`src/rtl/sha256_pkg.sv`:
```
// SHA-256 shared constants, schedule-stream FSM encoding and small-sigma helpers.
// Pure declarations: no latency, no flow control.
package sha256_pkg;

   localparam int WORD_WIDTH   = 32;
   localparam int BLOCK_WIDTH  = 16 * WORD_WIDTH;
   localparam int NUMBER_OF_Ks = 64;
   localparam int WIN_DEPTH    = 16;
   localparam int IDX_WIDTH    = $clog2(NUMBER_OF_Ks);
   localparam logic [IDX_WIDTH-1:0] LAST_IDX = IDX_WIDTH'(NUMBER_OF_Ks - 1);

   typedef enum logic [1:0] {
      W_IDLE   = 2'd0,
      W_STREAM = 2'd1,
      W_DONE   = 2'd2
   } w_state_e;

   // Rotations are spelled as concatenations because the word width is fixed at 32.
   function automatic logic [WORD_WIDTH-1:0] sha_sigma0_small(input logic [WORD_WIDTH-1:0] x);
      return {x[6:0], x[31:7]} ^ {x[17:0], x[31:18]} ^ {3'b000, x[31:3]};
   endfunction

   function automatic logic [WORD_WIDTH-1:0] sha_sigma1_small(input logic [WORD_WIDTH-1:0] x);
      return {x[16:0], x[31:17]} ^ {x[18:0], x[31:19]} ^ {10'b0, x[31:10]};
   endfunction

endpackage

```
`src/rtl/gen_w_sched_calc.sv`:
```
// Next schedule word from the sliding window: s1(w14) + w9 + s0(w1) + w0 mod 2^32.
// Combinational, no flow control.
module gen_w_sched_calc
   import sha256_pkg::*;
(
   input  logic [WORD_WIDTH-1:0] i_win_0,
   input  logic [WORD_WIDTH-1:0] i_win_1,
   input  logic [WORD_WIDTH-1:0] i_win_9,
   input  logic [WORD_WIDTH-1:0] i_win_14,
   output logic [WORD_WIDTH-1:0] o_w_next
);

   logic [WORD_WIDTH-1:0] w_s0;
   logic [WORD_WIDTH-1:0] w_s1;

   assign w_s0     = sha_sigma0_small(i_win_1);
   assign w_s1     = sha_sigma1_small(i_win_14);
   assign o_w_next = w_s1 + i_win_9 + w_s0 + i_win_0;

endmodule

```
`src/rtl/gen_w_stream.sv`:
```
// Streams W[0..63] from a padded block via a 16-word window; first word 1 cycle after go, one word/cycle.
// Holds everything while w_ready is low; optional stall counter under GEN_W_STREAM_STALL_CNT_EN.
module gen_w_stream
   import sha256_pkg::*;
(
   input  logic                   clock,
   input  logic                   reset,
   input  logic                   local_go_sig,
   input  logic [BLOCK_WIDTH-1:0] pad_reg,
   input  logic                   w_ready,
   output logic                   regop_w_valid,
   output logic [WORD_WIDTH-1:0]  regop_w_data,
   output logic [IDX_WIDTH-1:0]   regop_w_idx,
   output logic                   regop_w_done
`ifdef GEN_W_STREAM_STALL_CNT_EN
  ,output logic [15:0]            regop_stall_cnt
`endif
);

   w_state_e              r_state;
   logic [WORD_WIDTH-1:0] r_win [WIN_DEPTH];
   logic [IDX_WIDTH-1:0]  r_idx;
   logic [WORD_WIDTH-1:0] w_next;
   logic                  w_go;
   logic                  w_xfer;

   // Go is honoured only in IDLE, so a pulse during DONE is dropped.
   assign w_go   = (r_state == W_IDLE) && local_go_sig;
   assign w_xfer = (r_state == W_STREAM) && w_ready;

   gen_w_sched_calc u_calc (
      .i_win_0  (r_win[0]),
      .i_win_1  (r_win[1]),
      .i_win_9  (r_win[9]),
      .i_win_14 (r_win[14]),
      .o_w_next (w_next)
   );

   always_ff @(posedge clock) begin
      if (reset) begin
         r_state <= W_IDLE;
         r_idx   <= '0;
         for (int i = 0; i < WIN_DEPTH; i++) r_win[i] <= '0;
      end else begin
         case (r_state)
            W_IDLE: begin
               if (w_go) begin
                  for (int i = 0; i < WIN_DEPTH; i++)
                     r_win[i] <= pad_reg[BLOCK_WIDTH-1-WORD_WIDTH*i -: WORD_WIDTH];
                  r_idx   <= '0;
                  r_state <= W_STREAM;
               end
            end
            W_STREAM: begin
               if (w_xfer) begin
                  // The final word stays in r_win[0] so data holds through DONE.
                  if (r_idx == LAST_IDX) begin
                     r_state <= W_DONE;
                  end else begin
                     for (int i = 0; i < WIN_DEPTH-1; i++) r_win[i] <= r_win[i+1];
                     r_win[WIN_DEPTH-1] <= w_next;
                     r_idx <= r_idx + 1'b1;
                  end
               end
            end
            W_DONE: begin
               r_idx   <= '0;
               r_state <= W_IDLE;
            end
            default: r_state <= W_IDLE;
         endcase
      end
   end

   assign regop_w_valid = (r_state == W_STREAM);
   assign regop_w_done  = (r_state == W_DONE);
   assign regop_w_data  = r_win[0];
   assign regop_w_idx   = r_idx;

`ifdef GEN_W_STREAM_STALL_CNT_EN
   logic [15:0] r_stall_cnt;

   always_ff @(posedge clock) begin
      if (reset || w_go) begin
         r_stall_cnt <= '0;
      end else if ((r_state == W_STREAM) && !w_ready && (r_stall_cnt != 16'hFFFF)) begin
         r_stall_cnt <= r_stall_cnt + 16'd1;
      end
   end

   assign regop_stall_cnt = r_stall_cnt;
`endif

endmodule

```
`config.mk`:
```
export PLATFORM = sky130hd
export DESIGN_NAME = gen_w_stream
export DESIGN_NICKNAME = d
export VERILOG_FILES = /design/src/rtl/sha256_pkg.sv /design/src/rtl/gen_w_sched_calc.sv /design/src/rtl/gen_w_stream.sv
export SDC_FILE = /design/constraint.sdc
export NUM_CORES = 1
export LEC_CHECK = 0
export BUFFER_PORTS_ARGS = -buffer_cell sky130_fd_sc_hd__buf_2
export CORE_AREA = 2 2 218 220
export CTS_BUF_LIST = sky130_fd_sc_hd__clkbuf_16
export CTS_CLUSTER_DIAMETER = 30
export DETAILED_ROUTE_END_ITERATION = 10
export DIE_AREA = 0 0 220 222
export GPL_ROUTABILITY_DRIVEN = 0
export GPL_TIMING_DRIVEN = 1
export PLACE_DENSITY = 0.82
export RECOVER_POWER = 100
export SLEW_MARGIN = 30
export SYNTH_ARGS = -nofsm -noshare
export SYNTH_HDL_FRONTEND = slang
export SYNTH_SLANG_ARGS = --single-unit
```
`constraint.sdc`:
```
create_clock -name clock -period 21 [get_ports clock]
set_input_delay 1.05 -clock clock [delete_from_list [all_inputs] [get_ports clock]]
set_output_delay 1.05 -clock clock [all_outputs]
set_load 0.02 [all_outputs]
```
==> results of run 1 <==
-- power groups by stage --
stage | combinational (W) | clock (W) | sequential (W)
after global routing | 0.00140 | 0.00173 | 0.00137
after CTS | 0.00127 | 0.00168 | 0.00135
after global placement | 0.00120 | 0 | 0.00136
after detailed placement | 0.00126 | 0 | 0.00137
final | 0.00133 | 0.00167 | 0.00136
after floorplan | 0.000861 | 0 | 0.00134
-- routing by layer --
| metal | routed length (um) | up-vias |
|---|---|---|
| li1 | - | 8817 |
| met1 | 31300 | 9779 |
| met2 | 41300 | 1731 |
| met3 | 11700 | 368 |
| met4 | 7080 | 24 |
| met5 | 179 | - |
-- worst max path at each step --
stage               slack (ns)  depth (start not counted)                           to               startpoint
finish                   10.67                          9   r_win[0][72]$_SDFFCE_PN0P_             local_go_sig
global route             10.17                          9   r_win[0][72]$_SDFFCE_PN0P_             local_go_sig
CTS                      16.30                         16      r_win[0][507]$_DFFE_PP_  r_win[0][458]$_DFFE_PP_
detailed placement       16.35                         15      r_win[0][507]$_DFFE_PP_  r_win[0][466]$_DFFE_PP_
global placement         16.48                         15      r_win[0][507]$_DFFE_PP_  r_win[0][468]$_DFFE_PP_
floorplan                13.47                          5  r_win[0][100]$_SDFFCE_PN0P_                    reset
-- flip-flops by register name, summed over array words and instances (netlist names) --
| name | cells |
|---|---|
| r_state | 2 |
| r_win | 512 |
| regop_w_idx | 6 |
-- critical path, stage by stage --
cell and delay [ns]:
buf_2 0.08, inv_1 0.03, or3_1 0.42, nor2_4 0.11
clkbuf_1 3.36, clkbuf_1 3.91, buf_6 0.82, a21oi_1 0.31
nor2_1 0.42
-- through the flow --
stage / cells / setup WS, ns / total power [W] / hold slack [ns] / cell area [um^2]
after floorplan: 2120 / 13.47 / 0.00220 / 0.512 / 26100
after global placement: 3123 / 16.48 / 0.00257 / 0.491 / 29000
after detailed placement: 3123 / 16.35 / 0.00262 / 0.501 / 29000
after CTS: 3310 / 16.30 / 0.00430 / 0.511 / 32500
after global routing: 3321 / 10.17 / 0.00449 / 0.527 / 32500
final: 3329 / 10.67 / 0.00436 / 0.513 / 32500
-- cell type report --
class,count,area [um^2],share of cell area [%]
diodes,15,37.5,0.116
repair buffers,573,2870,8.83
multi-input cells,1299,9250,28.5
inverters,128,480,1.48
clock inverters,86,1010,3.12
flip-flops and latches,520,15500,47.8
well taps,607,759,2.34
clock buffers,101,2530,7.78
-- cell usage after synthesis (2+ instances only) --
cell / n
a211o_1: 2
a211oi_1: 10
a21boi_0: 2
a21o_1: 9
a21oi_1: 163
a221o_1: 2
a22o_1: 326
a311o_1: 2
a31o_2: 2
a31oi_1: 6
a41o_1: 2
and2_1: 4
and3_1: 3
buf_1: 13
buf_2: 39
buf_4: 32
clkbuf_1: 89
dfxtp_1: 8
edfxtp_1: 512
fa_1: 62
ha_1: 32
inv_1: 128
nand2_1: 85
nand2b_1: 3
nand3_1: 10
nand4_1: 12
nor2_1: 284
nor2b_1: 6
nor3_1: 9
nor4_1: 2
o21a_1: 5
o21ai_0: 79
o21bai_1: 3
o31ai_1: 3
or2_2: 2
or3_1: 5
xnor2_1: 84
xor2_1: 63
-- logic make-up after synthesis --
family | Yosys count | share of synthesized area (%)
AO/OA/AOI/OAI | 628 | 17.5
XOR/XNOR | 147 | 4.94
adder cells (fa/ha/maj) | 94 | 6.29
buffers and inverters | 301 | 4.98
flip-flops | 520 | 59.6
AND/OR/NAND/NOR | 430 | 6.74
==> out/results.txt, run 1 <==
outcome -> complete, but fails checks
failing checks -> max-capacitance violations, max-slew violations
first-pass GRT wire length -> 128000 um
DR pass1 iterations -> 7
fin crit share -> 49.2%
hold path start -> regop_w_idx[1]$_SDFFE_PP0P_
starting density of the core -> 56.4%
total track usage -> 36.5%
share of layout cells above drive strength 1 -> 25.8%
largest net degree at the start of global routing -> 227
die height -> 222 um
switching share of total power -> 34.7%
sequential share of the synthesized area -> 59.6%
post-synthesis cell area -> 26100 um^2
Logic pwr share -> 30.5%
Post-CTS Setup Bufs -> 0
Worst Reg2Reg Path Length in Cells -> 7
post-CTS sizing -> 0
CP Class -> in -> reg
dominant cells by area after synthesis -> edfxtp_1, a22o_1, fa_1, nor2_1, a21oi_1
setup_tns -> 0 ns
Crit. End Element -> register
number of DRC markers in iteration 0 -> 2894
worst slew pin tran -> 5.34 ns
FF-to-FF Start -> r_state[0]$_SDFFE_PP0P_
Die ar. -> 48800 um^2
Mapped Cells -> 2120
max-slew violations -> 979
met3 GRT Util -> 10.3%
drt via density -> 6.22
Post-synth EDFFs -> 512
HPWL Detailed -> 65100 um
Max clock buf depth -> 3
total CTS buffers -> 99
# setup viols final -> 0
ys async rst share -> 0%
Yosys cell types -> 55
DRC viols -> 0
power share of the clock group -> 38.2%
drt wl/cell -> 27.5 um
clk sinks -> 520
met2 Track Usage GR -> 55.8%
final net count -> 3231
startpoint types -> input port
TritonCTS clock tree -> built
CP arrival -> 10.78 ns
GRT busiest layer -> met2
core area -> 46300 um^2
drt total wl -> 91600 um
syn_area_per_cell -> 12.3 um^2
clock root buffer -> clkbuf_16
Worst EP required -> 21.45 ns
vias in the first global route -> 20.4k
Post-CTS Hold Buffers -> 0
worst skew pair latency -> 0.65 ns
power per cell area -> 134 nW/um^2
routed via count -> 20.7k
GRT overflow -> 0
Most used DFF post-synth -> edfxtp_1
RSZ-0062 raised after global routing -> false
post-synth top area share -> 59.0%
relative slew slack -> -256%
Cell Int Power -> 0.00285 W
Syn Nets -> 2730
H-tree lvl count -> 3
I/O Buffers -> 555
cell taking the most area after synthesis -> edfxtp_1
Synth warnings -> 0
most frequent cells in the layout -> buf_2, edfxtp_1, a22o_1, nor2_1, a21oi_1
area grow syn2layout -> 24.5%
Max Cap Viol -> 13
reg2reg setup slack -> 10.72 ns
row count -> 79
I/O pin count -> 556
#FFs+latches synth -> 520
Final min period -> 10.34 ns
fin util -> 70.2%
peak supply drop -> 0.0986 mV
Layout fillers -> 3067
power share of the sequential group -> 31.2%
Post-DRT Antenna Nets -> 0
Fin. Hold Viols -> 0
antenna violations before repair -> 26
die width -> 220 um
leakage -> 13.8 nW
switching pwr -> 0.00151 W
met1 Resource Use GR -> 44.8%
Worst Hold Endpoint -> regop_w_idx[1]$_SDFFE_PP0P_
clk slew on worst S/H paths -> 0.05 ns
FF-to-FF End -> r_win[0][72]$_SDFFCE_PN0P_
Hold Path Class -> reg -> reg
FMAX -> 0.0968 GHz
WHS Path Cells -> 2
CP max FO -> 122
Setup Skew -> 0.0269 ns
leading cell type in the layout, fill and taps excluded -> buf_2
Power figures use the tool's default switching activity.
==> run 2, diff against run 1 <==
--- a/config.mk
+++ b/config.mk
@@ -5,15 +5,17 @@
 export SDC_FILE = /design/constraint.sdc
 export NUM_CORES = 1
 export LEC_CHECK = 0
+export ABC_AREA = 1
 export BUFFER_PORTS_ARGS = -buffer_cell sky130_fd_sc_hd__buf_2
-export CORE_AREA = 2 2 218 220
+export CORE_ASPECT_RATIO = 1.2
+export CORE_MARGIN = 2
+export CORE_UTILIZATION = 56
 export CTS_BUF_LIST = sky130_fd_sc_hd__clkbuf_16
 export CTS_CLUSTER_DIAMETER = 30
 export DETAILED_ROUTE_END_ITERATION = 10
-export DIE_AREA = 0 0 220 222
 export GPL_ROUTABILITY_DRIVEN = 0
 export GPL_TIMING_DRIVEN = 1
-export PLACE_DENSITY = 0.82
+export PLACE_DENSITY = 0.81
 export RECOVER_POWER = 100
 export SLEW_MARGIN = 30
 export SYNTH_ARGS = -nofsm -noshare
==> constraint.sdc (replaced) <==
create_clock -name clock -period 10.7 [get_ports clock]
set_input_delay 0.535 -clock clock [delete_from_list [all_inputs] [get_ports clock]]
set_output_delay 0.535 -clock clock [all_outputs]
set_load 0.02 [all_outputs]
==> out/results.txt, run 2 <==
outcome -> complete, but fails checks
failing checks -> max-capacitance violations, max-slew violations
cell taking the most area after synthesis -> edfxtp_1
relative slew slack -> -194% (+62 points)
WHS Path Cells -> 2 (unchanged)
drt total wl -> 93400 um (+2.0%)
FF-to-FF Start -> r_state[0]$_SDFFE_PP0P_
total track usage -> 35.3% (-1.2 points)
Logic pwr share -> 33.5% (+3.0 points)
post-CTS sizing -> 0 (unchanged)
H-tree lvl count -> 3 (unchanged)
antenna violations before repair -> 10 (-62%)
area grow syn2layout -> 20.9%
max-slew violations -> 509 (-48%)
total CTS buffers -> 86 (-13%)
peak supply drop -> 0.161 mV (+63%)
Final min period -> 6.85 ns
Post-CTS Hold Buffers -> 0 (unchanged)
drt via density -> 5.90 (-5.2%)
power per cell area -> 250 nW/um^2 (+86%)
Post-synth EDFFs -> 512 (unchanged)
switching pwr -> 0.00313 W (+110%)
Synth warnings -> 0 (unchanged)
drt wl/cell -> 23.9 um (-13%)
TritonCTS clock tree -> built
Mapped Cells -> 2723 (+28%)
Cell Int Power -> 0.00524 W (+84%)
I/O pin count -> 556 (unchanged)
# setup viols final -> 0 (unchanged)
Die ar. -> 51400 um^2 (+5.2%)
Worst Reg2Reg Path Length in Cells -> 6 (-1)
die height -> 248 um (+12%)
placed cell area -> 30600 um^2 (+5.4%)
RSZ-0062 raised after global routing -> false
startpoint types -> register
worst slew pin tran -> 4.41 ns (-0.931 ns)
most common cell in the synthesized netlist -> edfxtp_1
Top reg by flops -> r_win
final net count -> 3803 (+18%)
GRT overflow -> 0 (unchanged)
I/O Buffers -> 555 (unchanged)
Worst EP required -> 10.94 ns (-10.51 ns)
largest net degree at the start of global routing -> 235 (+3.5%)
Hold Path Class -> in -> reg
share of layout cells above drive strength 1 -> 20.9% (-4.8 points)
CP arrival -> 7.09 ns (-3.69 ns)
Post-CTS Setup Bufs -> 0 (unchanged)
core area -> 49100 um^2 (+6.2%)
worst skew pair latency -> 0.64 ns (about the same)
setup_tns -> 0 ns (unchanged)
Sequential Area -> 15500 um^2 (unchanged)
starting density of the core -> 56.5% (+0.15 points)
sequential share of the synthesized area -> 56.0% (-3.6 points)
Yosys cell types -> 32 (-42%)
Setup Skew -> 0.0345 ns (+0.00766 ns)
CP Class -> reg -> reg
Fin. Hold Viols -> 0 (unchanged)
leading cell type in the layout, fill and taps excluded -> buf_2
power share of the clock group -> 34.3% (-3.9 points)
power share of the sequential group -> 32.2% (+1.0 points)
post-synth top area share -> 55.4% (-3.6 points)
first-pass GRT wire length -> 132000 um (+3.6%)
max reg flops -> 512 (unchanged)
Syn Nets -> 3333 (+22%)
Max Cap Viol -> 7 (-6)
vias in the first global route -> 21.9k (+7.7%)
leakage -> 15.3 nW (+11%)
Final Cell Area -> 33500 um^2 (+3.3%)
crit path launch -> r_state[0]$_SDFFE_PP0P_
fin util -> 68.3% (-1.9 points)
die width -> 207 um (-5.8%)
DR pass1 iterations -> 7 (unchanged)
FMAX -> 0.146 GHz
syn_area_per_cell -> 10.2 um^2 (-17%)
routed via count -> 23.1k (+11%)
number of DRC markers in iteration 0 -> 3067 (+6.0%)
post-synthesis cell area -> 27800 um^2 (+6.4%)
Most used DFF post-synth -> edfxtp_1
dominant cells by area after synthesis -> edfxtp_1, nand2_1, inv_1, a22o_1, fa_1
Post-DRT Antenna Nets -> 0 (unchanged)
clk sinks -> 520 (unchanged)
row count -> 89 (+13%)
ys async rst share -> 0% (unchanged)
CP max FO -> 87 (-29%)
switching share of total power -> 37.4% (+2.7 points)
clock root buffer -> clkbuf_16
Layout fillers -> 3563 (+16%)
hold path start -> reset
most frequent cells after synthesis -> edfxtp_1, nand2_1, inv_1, nor2_1, o21ai_0
area occupied by multi-input gates -> 9630 um^2 (+4.1%)
clk slew on worst S/H paths -> 0.05 ns (about the same)
total power -> 0.00837 W (+92%)
HPWL Detailed -> 67900 um (+4.4%)
Crit. End Element -> register
Max clock buf depth -> 3 (unchanged)
fin crit share -> 64.0%
#FFs+latches synth -> 520 (unchanged)
DRC viols -> 0 (unchanged)
most frequent cells in the layout -> buf_2, edfxtp_1, nand2_1, inv_1, o21ai_0
==> run 2: layout make-up <==
type | instances | share of cell area (%)
multi-input combinational | 1575 | 28.7
clock inverter | 74 | 2.58
sequential | 520 | 46.3
inverter | 438 | 4.96
tap | 637 | 2.38
clock buffer | 87 | 6.49
antenna | 6 | 0.0448
timing repair buffer | 572 | 8.54
==> run 2: cells by family after synthesis <==
family	share of synthesized area (%)
XOR/XNOR	4.13
AO/OA/AOI/OAI	12.1
flip-flops	56.0
AND/OR/NAND/NOR	12.5
buffers and inverters	9.41
adder cells (fa/ha/maj)	5.91
==> run 2: routing by layer <==
metal	vias up	global-route usage (%)	wire (um)
met3	339	6.82	10100
met1	10789	41.9	31600
li1	10212	-	-
met4	10	25.8	7350
met5	-	0	58
met2	1703	57.7	44300
==> run 2: final timing paths <==
check / end / slack, ns
worst max-delay path: r_win[0][91]$_SDFFCE_PN0P_ / 3.85
worst min-delay path: r_state[1]$_SDFFE_PP0P_ / 0.17
worst max register to register: r_win[0][91]$_SDFFCE_PN0P_ / 3.85
worst min register to register: r_win[0][307]$_DFFE_PP_ / 0.53
==> run 2: stage by stage <==
stage	setup WS (ns)	std cells	hold slack, ns
final	3.85	3909	0.175
after global routing	3.38	3907	0.174
after CTS	6.60	3901	0.143
after detailed placement	6.58	3740	0.513
after global placement	6.66	3740	0.492
after floorplan	3.78	2723	0.496
==> run 2: power groups by stage <==
stage                     Combinational (W)  Sequential, W  Clock [W]
final                               0.00280        0.00270    0.00287
after global routing                0.00306        0.00271    0.00297
after CTS                           0.00271        0.00269    0.00288
after detailed placement            0.00268        0.00272          0
after global placement              0.00261        0.00272          0
after floorplan                     0.00190        0.00267          0
==> run 2: critical path: stages, from the launching register on <==
cell	delay, ns
dfxtp_1	0.37
nor2_4	0.09
clkbuf_1	1.46
nand3_1	1.02
clkbuf_1	1.39
nand2_8	1.16
buf_4	0.82
